--- config.mk ---
export PLATFORM = sky130hd
export DESIGN_NAME = i3c_axi_mgr_flat
export DESIGN_NICKNAME = d
export VERILOG_FILES = /design/src/rtl/i3ccore_axi_pkg.sv /design/src/rtl/axi_if.sv /design/src/rtl/i3c_axi_mgr.sv /design/src/flat_wrapper.sv
export SDC_FILE = /design/constraint.sdc
export NUM_CORES = 1
export LEC_CHECK = 0
export BUFFER_PORTS_ARGS = -buffer_cell sky130_fd_sc_hd__buf_2
export CAP_MARGIN = 10
export CORE_AREA = 4 4 157 159
export CTS_CLUSTER_SIZE = 8
export DETAILED_ROUTE_END_ITERATION = 7
export DIE_AREA = 0 0 161 163
export SLEW_MARGIN = 20
export SYNTH_ARGS = -nofsm -noshare
export SYNTH_HDL_FRONTEND = slang
export SYNTH_SLANG_ARGS = --single-unit
--- constraint.sdc ---
create_clock -name clk -period 2.88 [get_ports clk]
set_input_delay 0.144 -clock clk [delete_from_list [all_inputs] [get_ports clk]]
set_output_delay 0.144 -clock clk [all_outputs]
set_load 0.005 [all_outputs]
--- src/rtl/i3ccore_axi_pkg.sv ---
// Shared AXI encodings and helpers for the i3c core fabric blocks.
package i3ccore_axi_pkg;

    typedef enum logic [1:0] {
        AXI_BURST_FIXED = 2'b00,
        AXI_BURST_INCR  = 2'b01,
        AXI_BURST_WRAP  = 2'b10
    } axi_burst_e;

    typedef enum logic [1:0] {
        AXI_RESP_OKAY   = 2'b00,
        AXI_RESP_EXOKAY = 2'b01,
        AXI_RESP_SLVERR = 2'b10,
        AXI_RESP_DECERR = 2'b11
    } axi_resp_e;

    // True when an INCR burst starting at this offset runs past the end of its 4KB page.
    function automatic logic axi_4k_cross(input logic [11:0] addr,
                                          input logic [7:0]  len,
                                          input logic [2:0]  size);
        logic [16:0] span;
        logic [16:0] end_off;
        span    = ({9'd0, len} + 17'd1) << size;
        end_off = {5'd0, addr} + span;
        return end_off > 17'd4096;
    endfunction

endpackage

--- src/rtl/axi_if.sv ---
// AXI4 bundle split into write (AW/W/B) and read (AR/R) manager/subordinate views.
interface axi_if #(
    parameter int AW = 32,
    parameter int DW = 32,
    parameter int UW = 32,
    parameter int IW = 1
);
    localparam int BC = DW / 8;

    logic [IW-1:0] awid;
    logic [AW-1:0] awaddr;
    logic [7:0]    awlen;
    logic [2:0]    awsize;
    logic [1:0]    awburst;
    logic          awlock;
    logic [3:0]    awcache;
    logic [2:0]    awprot;
    logic [UW-1:0] awuser;
    logic          awvalid;
    logic          awready;

    logic [DW-1:0] wdata;
    logic [BC-1:0] wstrb;
    logic          wlast;
    logic          wvalid;
    logic          wready;

    logic [IW-1:0] bid;
    logic [1:0]    bresp;
    logic          bvalid;
    logic          bready;

    logic [IW-1:0] arid;
    logic [AW-1:0] araddr;
    logic [7:0]    arlen;
    logic [2:0]    arsize;
    logic [1:0]    arburst;
    logic          arlock;
    logic [3:0]    arcache;
    logic [2:0]    arprot;
    logic [UW-1:0] aruser;
    logic          arvalid;
    logic          arready;

    logic [IW-1:0] rid;
    logic [DW-1:0] rdata;
    logic [1:0]    rresp;
    logic          rlast;
    logic          rvalid;
    logic          rready;

    modport w_mgr (
        output awid, awaddr, awlen, awsize, awburst, awlock, awcache, awprot, awuser, awvalid,
        input  awready,
        output wdata, wstrb, wlast, wvalid,
        input  wready,
        input  bid, bresp, bvalid,
        output bready
    );

    modport r_mgr (
        output arid, araddr, arlen, arsize, arburst, arlock, arcache, arprot, aruser, arvalid,
        input  arready,
        input  rid, rdata, rresp, rlast, rvalid,
        output rready
    );

    modport w_sub (
        input  awid, awaddr, awlen, awsize, awburst, awlock, awcache, awprot, awuser, awvalid,
        output awready,
        input  wdata, wstrb, wlast, wvalid,
        output wready,
        output bid, bresp, bvalid,
        input  bready
    );

    modport r_sub (
        input  arid, araddr, arlen, arsize, arburst, arlock, arcache, arprot, aruser, arvalid,
        output arready,
        output rid, rdata, rresp, rlast, rvalid,
        input  rready
    );

endinterface

--- src/rtl/i3c_axi_mgr.sv ---
// AXI manager: turns one component request into a single-ID INCR burst with
// streamed write/read beats and a one-cycle completion pulse.
module i3c_axi_mgr
    import i3ccore_axi_pkg::*;
#(
    parameter int AW = 32,
    parameter int DW = 32,
    parameter int UW = 32,
    parameter int IW = 1
) (
    input  logic            clk,
    input  logic            rst,
    axi_if.w_mgr            m_axi_w_if,
    axi_if.r_mgr            m_axi_r_if,
    input  logic            req_dv,
    output logic            req_hld,
    input  logic            req_write,
    input  logic [AW-1:0]   req_addr,
    input  logic [7:0]      req_len,
    input  logic [2:0]      req_size,
    input  logic [UW-1:0]   req_user,
    input  logic [IW-1:0]   req_id,
    input  logic            wr_dv,
    output logic            wr_hld,
    input  logic [DW-1:0]   wdata,
    input  logic [DW/8-1:0] wstrb,
    output logic            rd_dv,
    input  logic            rd_hld,
    output logic [DW-1:0]   rdata,
    output logic            rd_last,
    output logic            resp_dv,
    output logic            resp_err
);

    localparam int         BC       = DW / 8;
    localparam int         BW       = $clog2(BC);
    localparam logic [2:0] MAX_SIZE = 3'(BW);

    typedef enum logic [2:0] {
        S_IDLE,
        S_WR,
        S_WR_RESP,
        S_RD_ADDR,
        S_RD_DATA,
        S_RESP
    } state_e;

    state_e state;
    state_e state_nxt;

    logic [AW-1:0] addr_q;
    logic [7:0]    len_q;
    logic [2:0]    size_q;
    logic [UW-1:0] user_q;
    logic [IW-1:0] id_q;
    logic          awvalid_q;
    logic          arvalid_q;
    logic          aw_done;
    logic          w_done;
    logic          err;
    logic [7:0]    beat_cnt;

    logic accept;
    logic reject;
    logic wvalid_int;
    logic wlast_int;
    logic aw_hs;
    logic w_hs;
    logic ar_hs;
    logic r_hs;

    assign accept     = (state == S_IDLE) && req_dv;
    assign reject     = (req_size > MAX_SIZE) || axi_4k_cross(req_addr[11:0], req_len, req_size);
    assign wvalid_int = (state == S_WR) && !w_done && wr_dv;
    assign wlast_int  = (beat_cnt == len_q);
    assign aw_hs      = awvalid_q && m_axi_w_if.awready;
    assign w_hs       = wvalid_int && m_axi_w_if.wready;
    assign ar_hs      = arvalid_q && m_axi_r_if.arready;
    assign r_hs       = (state == S_RD_DATA) && m_axi_r_if.rvalid && !rd_hld;

    assign m_axi_w_if.awid    = id_q;
    assign m_axi_w_if.awaddr  = addr_q;
    assign m_axi_w_if.awlen   = len_q;
    assign m_axi_w_if.awsize  = size_q;
    assign m_axi_w_if.awburst = AXI_BURST_INCR;
    assign m_axi_w_if.awlock  = 1'b0;
    assign m_axi_w_if.awcache = 4'd0;
    assign m_axi_w_if.awprot  = 3'd0;
    assign m_axi_w_if.awuser  = user_q;
    assign m_axi_w_if.awvalid = awvalid_q;

    assign m_axi_w_if.wdata  = wdata;
    assign m_axi_w_if.wstrb  = wstrb;
    assign m_axi_w_if.wlast  = wlast_int;
    assign m_axi_w_if.wvalid = wvalid_int;

    assign m_axi_r_if.arid    = id_q;
    assign m_axi_r_if.araddr  = addr_q;
    assign m_axi_r_if.arlen   = len_q;
    assign m_axi_r_if.arsize  = size_q;
    assign m_axi_r_if.arburst = AXI_BURST_INCR;
    assign m_axi_r_if.arlock  = 1'b0;
    assign m_axi_r_if.arcache = 4'd0;
    assign m_axi_r_if.arprot  = 3'd0;
    assign m_axi_r_if.aruser  = user_q;
    assign m_axi_r_if.arvalid = arvalid_q;

    assign rdata   = m_axi_r_if.rdata;
    assign rd_last = m_axi_r_if.rlast;

    // IDs and the low response bit carry no information for a single-ID manager.
    logic unused_sigs;
    assign unused_sigs = ^{m_axi_w_if.bid, m_axi_r_if.rid, m_axi_w_if.bresp[0], m_axi_r_if.rresp[0]};

    always_ff @(posedge clk or posedge rst) begin
        if (rst) begin
            state <= S_IDLE;
        end else begin
            state <= state_nxt;
        end
    end

    always_comb begin
        state_nxt          = state;
        req_hld            = (state != S_IDLE);
        wr_hld             = !((state == S_WR) && !w_done && m_axi_w_if.wready);
        m_axi_w_if.bready  = 1'b0;
        m_axi_r_if.rready  = 1'b0;
        rd_dv              = 1'b0;
        resp_dv            = 1'b0;
        resp_err           = 1'b0;
        case (state)
            S_IDLE: begin
                if (req_dv) begin
                    if (reject) begin
                        state_nxt = S_RESP;
                    end else if (req_write) begin
                        state_nxt = S_WR;
                    end else begin
                        state_nxt = S_RD_ADDR;
                    end
                end
            end
            S_WR: begin
                // AW and W finish independently; either may be the one completing this cycle.
                if ((aw_done || aw_hs) && (w_done || (w_hs && wlast_int))) begin
                    state_nxt = S_WR_RESP;
                end
            end
            S_WR_RESP: begin
                m_axi_w_if.bready = 1'b1;
                if (m_axi_w_if.bvalid) begin
                    state_nxt = S_RESP;
                end
            end
            S_RD_ADDR: begin
                if (ar_hs) begin
                    state_nxt = S_RD_DATA;
                end
            end
            S_RD_DATA: begin
                m_axi_r_if.rready = !rd_hld;
                rd_dv             = m_axi_r_if.rvalid;
                if (r_hs && m_axi_r_if.rlast) begin
                    state_nxt = S_RESP;
                end
            end
            S_RESP: begin
                resp_dv   = 1'b1;
                resp_err  = err;
                state_nxt = S_IDLE;
            end
            default: state_nxt = S_IDLE;
        endcase
    end

    always_ff @(posedge clk or posedge rst) begin
        if (rst) begin
            addr_q    <= '0;
            len_q     <= '0;
            size_q    <= '0;
            user_q    <= '0;
            id_q      <= '0;
            awvalid_q <= 1'b0;
            arvalid_q <= 1'b0;
            aw_done   <= 1'b0;
            w_done    <= 1'b0;
            err       <= 1'b0;
            beat_cnt  <= '0;
        end else begin
            if (accept) begin
                addr_q    <= req_addr;
                len_q     <= req_len;
                size_q    <= req_size;
                user_q    <= req_user;
                id_q      <= req_id;
                err       <= reject;
                aw_done   <= 1'b0;
                w_done    <= 1'b0;
                beat_cnt  <= '0;
                awvalid_q <= !reject && req_write;
                arvalid_q <= !reject && !req_write;
            end
            if (aw_hs) begin
                awvalid_q <= 1'b0;
                aw_done   <= 1'b1;
            end
            // The counter stops on the last beat so len=255 never wraps back to zero.
            if (w_hs) begin
                if (wlast_int) begin
                    w_done <= 1'b1;
                end else begin
                    beat_cnt <= beat_cnt + 8'd1;
                end
            end
            if (ar_hs) begin
                arvalid_q <= 1'b0;
            end
            if ((state == S_WR_RESP) && m_axi_w_if.bvalid) begin
                err <= m_axi_w_if.bresp[1];
            end
            if (r_hs && m_axi_r_if.rresp[1]) begin
                err <= 1'b1;
            end
        end
    end

endmodule

--- src/flat_wrapper.sv ---
// flat-port wrapper written by rule: the top's interface ports become plain ports
module i3c_axi_mgr_flat import i3ccore_axi_pkg::*;
#(
    parameter int AW = 32,
    parameter int DW = 32,
    parameter int UW = 32,
    parameter int IW = 1
)
  (clk, rst, req_dv, req_hld, req_write, req_addr, req_len, req_size, req_user, req_id, wr_dv, wr_hld, wdata, wstrb, rd_dv, rd_hld, rdata, rd_last, resp_dv, resp_err, m_axi_w_if_awid, m_axi_w_if_awaddr, m_axi_w_if_awlen, m_axi_w_if_awsize, m_axi_w_if_awburst, m_axi_w_if_awlock, m_axi_w_if_awcache, m_axi_w_if_awprot, m_axi_w_if_awuser, m_axi_w_if_awvalid, m_axi_w_if_awready, m_axi_w_if_wdata, m_axi_w_if_wstrb, m_axi_w_if_wlast, m_axi_w_if_wvalid, m_axi_w_if_wready, m_axi_w_if_bid, m_axi_w_if_bresp, m_axi_w_if_bvalid, m_axi_w_if_bready, m_axi_r_if_arid, m_axi_r_if_araddr, m_axi_r_if_arlen, m_axi_r_if_arsize, m_axi_r_if_arburst, m_axi_r_if_arlock, m_axi_r_if_arcache, m_axi_r_if_arprot, m_axi_r_if_aruser, m_axi_r_if_arvalid, m_axi_r_if_arready, m_axi_r_if_rid, m_axi_r_if_rdata, m_axi_r_if_rresp, m_axi_r_if_rlast, m_axi_r_if_rvalid, m_axi_r_if_rready);
  axi_if #(.AW(AW), .DW(DW), .UW(UW), .IW(IW)) m_axi_w_if_i ();
  axi_if #(.AW(AW), .DW(DW), .UW(UW), .IW(IW)) m_axi_r_if_i ();
  input  logic clk;
  input  logic rst;
  input  logic req_dv;
  output logic req_hld;
  input  logic req_write;
  input  logic [AW-1:0] req_addr;
  input  logic [7:0] req_len;
  input  logic [2:0] req_size;
  input  logic [UW-1:0] req_user;
  input  logic [IW-1:0] req_id;
  input  logic wr_dv;
  output logic wr_hld;
  input  logic [DW-1:0] wdata;
  input  logic [DW/8-1:0] wstrb;
  output logic rd_dv;
  input  logic rd_hld;
  output logic [DW-1:0] rdata;
  output logic rd_last;
  output logic resp_dv;
  output logic resp_err;
  output wire logic [$bits(m_axi_w_if_i.awid)-1:0] m_axi_w_if_awid;
  output wire logic [$bits(m_axi_w_if_i.awaddr)-1:0] m_axi_w_if_awaddr;
  output wire logic [$bits(m_axi_w_if_i.awlen)-1:0] m_axi_w_if_awlen;
  output wire logic [$bits(m_axi_w_if_i.awsize)-1:0] m_axi_w_if_awsize;
  output wire logic [$bits(m_axi_w_if_i.awburst)-1:0] m_axi_w_if_awburst;
  output wire logic [$bits(m_axi_w_if_i.awlock)-1:0] m_axi_w_if_awlock;
  output wire logic [$bits(m_axi_w_if_i.awcache)-1:0] m_axi_w_if_awcache;
  output wire logic [$bits(m_axi_w_if_i.awprot)-1:0] m_axi_w_if_awprot;
  output wire logic [$bits(m_axi_w_if_i.awuser)-1:0] m_axi_w_if_awuser;
  output wire logic [$bits(m_axi_w_if_i.awvalid)-1:0] m_axi_w_if_awvalid;
  input wire logic [$bits(m_axi_w_if_i.awready)-1:0] m_axi_w_if_awready;
  output wire logic [$bits(m_axi_w_if_i.wdata)-1:0] m_axi_w_if_wdata;
  output wire logic [$bits(m_axi_w_if_i.wstrb)-1:0] m_axi_w_if_wstrb;
  output wire logic [$bits(m_axi_w_if_i.wlast)-1:0] m_axi_w_if_wlast;
  output wire logic [$bits(m_axi_w_if_i.wvalid)-1:0] m_axi_w_if_wvalid;
  input wire logic [$bits(m_axi_w_if_i.wready)-1:0] m_axi_w_if_wready;
  input wire logic [$bits(m_axi_w_if_i.bid)-1:0] m_axi_w_if_bid;
  input wire logic [$bits(m_axi_w_if_i.bresp)-1:0] m_axi_w_if_bresp;
  input wire logic [$bits(m_axi_w_if_i.bvalid)-1:0] m_axi_w_if_bvalid;
  output wire logic [$bits(m_axi_w_if_i.bready)-1:0] m_axi_w_if_bready;
  output wire logic [$bits(m_axi_r_if_i.arid)-1:0] m_axi_r_if_arid;
  output wire logic [$bits(m_axi_r_if_i.araddr)-1:0] m_axi_r_if_araddr;
  output wire logic [$bits(m_axi_r_if_i.arlen)-1:0] m_axi_r_if_arlen;
  output wire logic [$bits(m_axi_r_if_i.arsize)-1:0] m_axi_r_if_arsize;
  output wire logic [$bits(m_axi_r_if_i.arburst)-1:0] m_axi_r_if_arburst;
  output wire logic [$bits(m_axi_r_if_i.arlock)-1:0] m_axi_r_if_arlock;
  output wire logic [$bits(m_axi_r_if_i.arcache)-1:0] m_axi_r_if_arcache;
  output wire logic [$bits(m_axi_r_if_i.arprot)-1:0] m_axi_r_if_arprot;
  output wire logic [$bits(m_axi_r_if_i.aruser)-1:0] m_axi_r_if_aruser;
  output wire logic [$bits(m_axi_r_if_i.arvalid)-1:0] m_axi_r_if_arvalid;
  input wire logic [$bits(m_axi_r_if_i.arready)-1:0] m_axi_r_if_arready;
  input wire logic [$bits(m_axi_r_if_i.rid)-1:0] m_axi_r_if_rid;
  input wire logic [$bits(m_axi_r_if_i.rdata)-1:0] m_axi_r_if_rdata;
  input wire logic [$bits(m_axi_r_if_i.rresp)-1:0] m_axi_r_if_rresp;
  input wire logic [$bits(m_axi_r_if_i.rlast)-1:0] m_axi_r_if_rlast;
  input wire logic [$bits(m_axi_r_if_i.rvalid)-1:0] m_axi_r_if_rvalid;
  output wire logic [$bits(m_axi_r_if_i.rready)-1:0] m_axi_r_if_rready;
  assign m_axi_w_if_awid = m_axi_w_if_i.awid;
  assign m_axi_w_if_awaddr = m_axi_w_if_i.awaddr;
  assign m_axi_w_if_awlen = m_axi_w_if_i.awlen;
  assign m_axi_w_if_awsize = m_axi_w_if_i.awsize;
  assign m_axi_w_if_awburst = m_axi_w_if_i.awburst;
  assign m_axi_w_if_awlock = m_axi_w_if_i.awlock;
  assign m_axi_w_if_awcache = m_axi_w_if_i.awcache;
  assign m_axi_w_if_awprot = m_axi_w_if_i.awprot;
  assign m_axi_w_if_awuser = m_axi_w_if_i.awuser;
  assign m_axi_w_if_awvalid = m_axi_w_if_i.awvalid;
  assign m_axi_w_if_i.awready = m_axi_w_if_awready;
  assign m_axi_w_if_wdata = m_axi_w_if_i.wdata;
  assign m_axi_w_if_wstrb = m_axi_w_if_i.wstrb;
  assign m_axi_w_if_wlast = m_axi_w_if_i.wlast;
  assign m_axi_w_if_wvalid = m_axi_w_if_i.wvalid;
  assign m_axi_w_if_i.wready = m_axi_w_if_wready;
  assign m_axi_w_if_i.bid = m_axi_w_if_bid;
  assign m_axi_w_if_i.bresp = m_axi_w_if_bresp;
  assign m_axi_w_if_i.bvalid = m_axi_w_if_bvalid;
  assign m_axi_w_if_bready = m_axi_w_if_i.bready;
  assign m_axi_r_if_arid = m_axi_r_if_i.arid;
  assign m_axi_r_if_araddr = m_axi_r_if_i.araddr;
  assign m_axi_r_if_arlen = m_axi_r_if_i.arlen;
  assign m_axi_r_if_arsize = m_axi_r_if_i.arsize;
  assign m_axi_r_if_arburst = m_axi_r_if_i.arburst;
  assign m_axi_r_if_arlock = m_axi_r_if_i.arlock;
  assign m_axi_r_if_arcache = m_axi_r_if_i.arcache;
  assign m_axi_r_if_arprot = m_axi_r_if_i.arprot;
  assign m_axi_r_if_aruser = m_axi_r_if_i.aruser;
  assign m_axi_r_if_arvalid = m_axi_r_if_i.arvalid;
  assign m_axi_r_if_i.arready = m_axi_r_if_arready;
  assign m_axi_r_if_i.rid = m_axi_r_if_rid;
  assign m_axi_r_if_i.rdata = m_axi_r_if_rdata;
  assign m_axi_r_if_i.rresp = m_axi_r_if_rresp;
  assign m_axi_r_if_i.rlast = m_axi_r_if_rlast;
  assign m_axi_r_if_i.rvalid = m_axi_r_if_rvalid;
  assign m_axi_r_if_rready = m_axi_r_if_i.rready;
  i3c_axi_mgr #(.AW(AW), .DW(DW), .UW(UW), .IW(IW)) u_core (.clk(clk), .rst(rst), .m_axi_w_if(m_axi_w_if_i), .m_axi_r_if(m_axi_r_if_i), .req_dv(req_dv), .req_hld(req_hld), .req_write(req_write), .req_addr(req_addr), .req_len(req_len), .req_size(req_size), .req_user(req_user), .req_id(req_id), .wr_dv(wr_dv), .wr_hld(wr_hld), .wdata(wdata), .wstrb(wstrb), .rd_dv(rd_dv), .rd_hld(rd_hld), .rdata(rdata), .rd_last(rd_last), .resp_dv(resp_dv), .resp_err(resp_err));
endmodule
== Word level (Yosys, flattened, before mapping) ==
Index checks and enable logic that the tools add are counted.
Storage, ports and cells
  flip-flop bits (word level): 92
  input bits: 162
  output and inout bits: 252
  word-level logic and storage cells: 87
Operators by class
  $add $sub $neg: 3
  $lt $le $gt $ge: 2
  equality and inequality tests: 11
  shift operators: 1
  multiplexer cells: 28
  reduce and logical (&&, ||, !) cells: 30
Operator list (count)
  $mux W8: 3
  $mux W3: 6
  $add A12 B17 Y17: 1
  $gt A17 B13 Y1 const B: 1
  $mux W1: 17
  $shl A17 B3 Y17: 1
  $logic_and A1 B1 Y1: 16
  $pmux W3 S5: 1
  $add A8 B1 Y9 const B: 1
  $add A8 B1 Y8 const B: 1
  $eq A8 B8 Y1: 1
  $ne A2 B2 Y1 const B: 4
  $eq A3 B2 Y1 const B: 2
  $eq A3 B3 Y1 const B: 2
  $reduce_bool A3 Y1: 2
  $logic_not A1 Y1: 5
  $reduce_and A5 Y1: 1
  $reduce_bool A2 Y1: 2
  $eq A3 B1 Y1 const B: 1
  $gt A3 B2 Y1 const B: 1
  $logic_not A3 Y1: 1
  $logic_or A1 B1 Y1: 3
  $mux W2: 1
  $ne A2 B1 Y1 const B: 1

== Depth between registers and ports, before layout ==
  depth after elaboration: 9
  gate-level depth with buffers: 17
  depth with buffers taken out: 16

== Worst setup path before layout ==
OpenSTA, ideal clock, no wires.
  kind: input to register
  start point: in req_len[2]
  end point: reg u_core.awvalid_q, in the netlist u_core.m_axi_w_if.awvalid
  setup time: 0.096 ns
  data arrival time: 3.581 ns
  required time: 2.784 ns
  setup slack: -0.797 ns
  stages on the path: 17
  buffers on the path: 2
  cell sequence: clkbuf_1 > and4_1 > and2_1 > clkbuf_1 > xnor2_1 > mux2i_1 > mux2_2 > nor2_1 > a21oi_1 > ha_1 > or4_1 > or3_1 > o22ai_2 > xnor2_1 > nor4_4 > a211oi_2 > nor4_2
Between the ends
  cells in the longest elaborated chain, start to end: 9
RTL lines
  from (decl): line flat_wrapper.sv:18  | input logic [7:0] req_len;
  $add A8 B1 Y9: line i3ccore_axi_pkg.sv:23  | span = ({9'd0, len} + 17'd1) << size;
  $shl A17 B3 Y17: line i3ccore_axi_pkg.sv:23
  $add A12 B17 Y17: line i3ccore_axi_pkg.sv:24  | end_off = {5'd0, addr} + span;
  $gt A17 B13 Y1: line i3ccore_axi_pkg.sv:25  | return end_off > 17'd4096;
  $logic_or A1 B1 Y1: line i3c_axi_mgr.sv:73  | assign reject = (req_size > MAX_SIZE) || axi_4k_cross(req_addr[11:0], req_len, req_size);
  $logic_not A1 Y1: line i3c_axi_mgr.sv:201  | awvalid_q <= !reject && req_write;
  $logic_and A1 B1 Y1: line i3c_axi_mgr.sv:201
  $mux W1: line i3c_axi_mgr.sv:191  | if (accept) begin
  $mux W1: line i3c_axi_mgr.sv:204  | if (aw_hs) begin
  to (signal assigned): line i3c_axi_mgr.sv:201
  to (decl): line i3c_axi_mgr.sv:56  | logic awvalid_q;
No other way between the ends. The select of a mux whose other input is x is not followed.
A chain may end at the register's enable or synchronous reset.

== Worst setup path after layout ==
  start point: in req_len[2]
  end point: reg u_core.err
Between the ends
  cells in the longest elaborated chain, start to end: 8
RTL lines
  $add A8 B1 Y9: line i3ccore_axi_pkg.sv:23
  $shl A17 B3 Y17: line i3ccore_axi_pkg.sv:23
  $add A12 B17 Y17: line i3ccore_axi_pkg.sv:24
  $gt A17 B13 Y1: line i3ccore_axi_pkg.sv:25
  $logic_or A1 B1 Y1: line i3c_axi_mgr.sv:73
  $mux W1: line i3c_axi_mgr.sv:191
  $mux W1: line i3c_axi_mgr.sv:219  | if ((state == S_WR_RESP) && m_axi_w_if.bvalid) begin
  $mux W1: line i3c_axi_mgr.sv:222  | if (r_hs && m_axi_r_if.rresp[1]) begin
  to (signal assigned): line i3c_axi_mgr.sv:197  | err <= reject;
  to (signal assigned): line i3c_axi_mgr.sv:220  | err <= m_axi_w_if.bresp[1];
  to (decl): line i3c_axi_mgr.sv:60  | logic err;
No other way between the ends. The select of a mux whose other input is x is not followed.

==> summary.md <==
| Metric | Value |
|---|---|
| LEAKAGE | 4.373 nW |
| Worst-margin pin slew | 0.6002 ns |
| Slew Limit Fails | 0 |
| CP delay by family, top | simple AND/OR/NAND/NOR gates |
| R2R Path Start | u_core.state[0]$_DFFE_PP0P_ |
| Ys async rst share | 100.0% |
| Post-Synth Adder-Cell Area | 3.397% |
| DRT iter0 DRCs | 332 |
| Skew-Pair Late Insertion Delay | 0.34 ns |
| Non-Filler Instances | 1289 |
| P per Cell Area | 830.6 nW/um^2 |
| Worst path slowest cell | or4_4 |
| Post-DP Area | 7029 um^2 |
| Worst-path clk slew | 0.07 ns |
| Post-Synth XOR/XNOR Area | 2.579% |
| Final critical-path required period | 3.098 ns |
| CP Data Required Time | 3.10 ns |
| Critical Path Max Stage Delay | 0.42 ns |
| Width of the chip | 161 um |
| Max-cap check violation count | 0 |
| Tcrit/Tclk final | 107.6% |
| Vias in the first global route | 5185 |
| TritonCTS clock tree | done |
| Placed insts | 1217 |
| Routability cong. | 0.8237 |
| Root buf cell | clkbuf_16 |
| Drc violations | 0 |
| Crit-path max FO | 7 |
| IO Pins | 414 |
| Crit path capture | u_core.err$_DFFE_PP0P_ |
| Num CTS Buffers | 9 |
| ANT cells | 0 |
| First-pass DRT Iterations | 4 |
| Final #Nets | 1143 |
| Reg-to-reg slack, setup | 0.69 ns |
| DR vias | 5412 |
| Sequential area share after synthesis | 37.66% |
| First-pass GRT wire length | 28.71 mm |
| Total global routing overflow | 0 |
| Wirelength, routed | 18.91 mm |
| Setup-failing EPs final | 5 |
| Failing checks | setup timing |
| Routed len/inst | 14.67 um |
| EDFF count, synth | 0 |
| Synthesized area per cell | 8.086 um^2 |
| CP Cell Sequence | buf_4 > and4_4 > and2_4 > xnor2_2 > mux2i_1 > mux2_4 > nor2_2 > a21oi_1 > ha_2 > or4_4 > or3_4 > o22ai_4 > xnor2_2 > nor4_4 > buf_4 > a211oi_4 > nand4b_1 |
| Hold Path Class | in -> reg |
| FMAX | 322.8 MHz |
| Yosys Warn Count | 0 |
| Detailed Place HPWL | 14.45 mm |
| CTS max path bufs | 2 |
| Final Hold Slack | 0.01098 ns |
| Initial antenna violation count | 3 |
| Crit start category | primary input |
| Crit path from | req_len[2] |
| Critical setup path kind | in -> reg |
| Rows | 56 |
| Compound-Gate Fraction of Synth Area | 8.719% |
| Worst setup EP type | flip-flop |
| Synthesized cell area | 6113 um^2 |
| Worst slew margin | 58.95% |
| Post-Synthesis Cells | 756 |
| Synth Register Bits | 92 |
| Unrepaired setup endpoints after global routing | yes |
| Clock sink count | 92 |
| Clock Skew | 0.008420 ns |
| Status | complete, but fails checks |
| Final hold vios | 0 |
| Portion of netlist area occupied by mux cells | 2.190% |
| Main synth FF type | dfrtp_1 |
| Core area | 23260 um^2 |
| Worst reg-to-reg path cell count | 7 |
| Starting density of the core | 26.28% |
| Crit. path cell count | 17 |
| Drt via density | 4.199 |
| Dpl ws | -0.7724 ns |
| PortBufs | 253 |
| CTS HTree Levels | 3 |
| Largest family of logic cells by synthesized area | simple AND/OR/NAND/NOR gates |
| Worst Path Buf+Inv | 2 |
| Share of layout cells above drive strength 1 | 37.84% |
| Peak VDD IR | 267.6 uV |
| Final worst setup slack | -0.2183 ns |
| Pin count of the biggest net entering global routing | 45 |
| WP data arrival | 3.31 ns |
| Post-Synth Simple-Gate Area | 22.74% |
| Die area | 26240 um^2 |
| Worst r2r dst | u_core.beat_cnt[7]$_DFF_PP0_ |
| Final ANT Viol Nets | 0 |
| Syn-to-layout area delta | 30.60% |
| Die Y | 163 um |
| Finished Cell Area | 7984 um^2 |
| Global Route Usage Sum | 13.61% |
| Library cells used by synthesis | 58 |
==> power by group <==
part / switching, W / leakage [nW] / internal [W]
registers: 0.000518 / 1.16 / 0.00186
clock network: 0.000545 / 0.147 / 0.000680
logic: 0.00160 / 3.07 / 0.00143
==> kinds of logic (layout without fill, tap and decap cells) <==
group                    after synthesis  count (layout)
AND/OR/NAND/NOR                      330             330
buffers and inverters                203             399
XOR/XNOR                              18              18
multiplexers                          13              13
other                                  2              20
AO/OA/AOI/OAI                         82              82
adder cells (fa/ha/maj)               16              16
flip-flops                            92              92
==> metrics by stage <==
| stage | total power (W) | util (%) | TNS [ns] |
|---|---|---|---|
| after floorplan | 0.004438 | - | -1.930 |
| final | 0.006632 | 34.32 | -0.7937 |
| after global placement | 0.005316 | 30.22 | -3.070 |
| after CTS | 0.006706 | 34.10 | -1.129 |
| after detailed placement | 0.005372 | 30.22 | -3.608 |
| after global routing | 0.007183 | 34.32 | -1.742 |
==> placed cells by master (no fill, tap or decap), types with 12 or more instances in the layout <==
master,count
nand2_1,246
conb_1,20
dlygate4sd3_1,51
dfrtp_1,92
a21oi_1,16
o21ai_0,17
xor2_1,12
buf_4,70
nor2_1,28
buf_2,248
==> final cells by class <==
class,count,area [um^2]
inverters,10,41.29
flip-flops and latches,92,2302
repair buffers,373,2335
fillers,2441,15280
well taps,319,399.1
clock buffers,9,225.2
clock inverters,7,73.82
multi-input cells,479,2608
==> sequential cells by signal, summed over array words and instances (netlist names) <==
name / cells
u_core.beat_cnt: 8
u_core.m_axi_r_if.araddr: 32
u_core.aw_done: 1
u_core.err: 1
u_core.m_axi_r_if.arid: 1
u_core.m_axi_r_if.arsize: 3
u_core.m_axi_w_if.awvalid: 1
u_core.state: 3
u_core.m_axi_r_if.arlen: 8
u_core.w_done: 1
u_core.m_axi_r_if.arvalid: 1
u_core.m_axi_r_if.aruser: 32
==> synth_stat cells (all sizes together), types with 2 or more instances <==
master | instances | area [um^2]
and4 | 3 | 26.28
o31ai | 2 | 15.01
clkinv | 2 | 7.510
a211oi | 7 | 57.55
or3 | 5 | 32.53
mux2i | 10 | 100.1
a21o | 4 | 30.03
o21a | 4 | 30.03
a31oi | 4 | 25.02
a21oi | 17 | 85.08
a211o | 2 | 17.52
a2111oi | 2 | 17.52
ha | 15 | 187.7
a22o | 2 | 17.52
xnor2 | 6 | 52.55
and2 | 6 | 37.54
nand4 | 6 | 37.54
clkbuf | 26 | 97.59
nor3 | 6 | 30.03
nor2 | 29 | 108.9
nand3 | 10 | 50.05
mux2 | 3 | 33.78
buf | 167 | 1246
conb | 2 | 7.510
xor2 | 12 | 105.1
nor2b | 3 | 18.77
nand2 | 248 | 930.9
inv | 8 | 30.03
nor3b | 2 | 15.01
dfrtp | 92 | 2302
nor4 | 5 | 52.55
nand2b | 2 | 12.51
o22ai | 3 | 25.02
o21ai | 24 | 120.1
==> metal layers <==
metal | up-vias | track usage, % | share of wire [%]
met5 | - | 0 | 0.19
met4 | 6 | 5.157 | 2.5
met3 | 43 | 3.923 | 7.7
met2 | 195 | 22.81 | 48
met1 | 2476 | 16.66 | 42
li1 | 2692 | - | -
==> worst min-delay path by stage <==
stage | start | endpoint | cells after the start
after floorplan | m_axi_r_if_arready | u_core.m_axi_r_if.arvalid$_DFFE_PP0P_ | 1
after global placement | rst | u_core.m_axi_r_if.araddr[31]$_DFFE_PP0P_ | 2
after detailed placement | rst | u_core.m_axi_r_if.araddr[14]$_DFFE_PP0P_ | 2
after CTS | req_addr[8] | u_core.m_axi_r_if.araddr[8]$_DFFE_PP0P_ | 3
after global routing | req_write | u_core.state[1]$_DFFE_PP0P_ | 2
final | req_write | u_core.state[1]$_DFFE_PP0P_ | 2
==> repair_timing <==
item / in CTS / in global routing
resized for setup: 21 / 10
endpoints found under the hold margin: 92 / 0
setup endpoints to repair: 5 / 5
hold buffers: 51 / 0
setup buffers: 3 / 2
pin swaps: 8 / 10
Note: power is estimated with default switching activity, not from simulation.
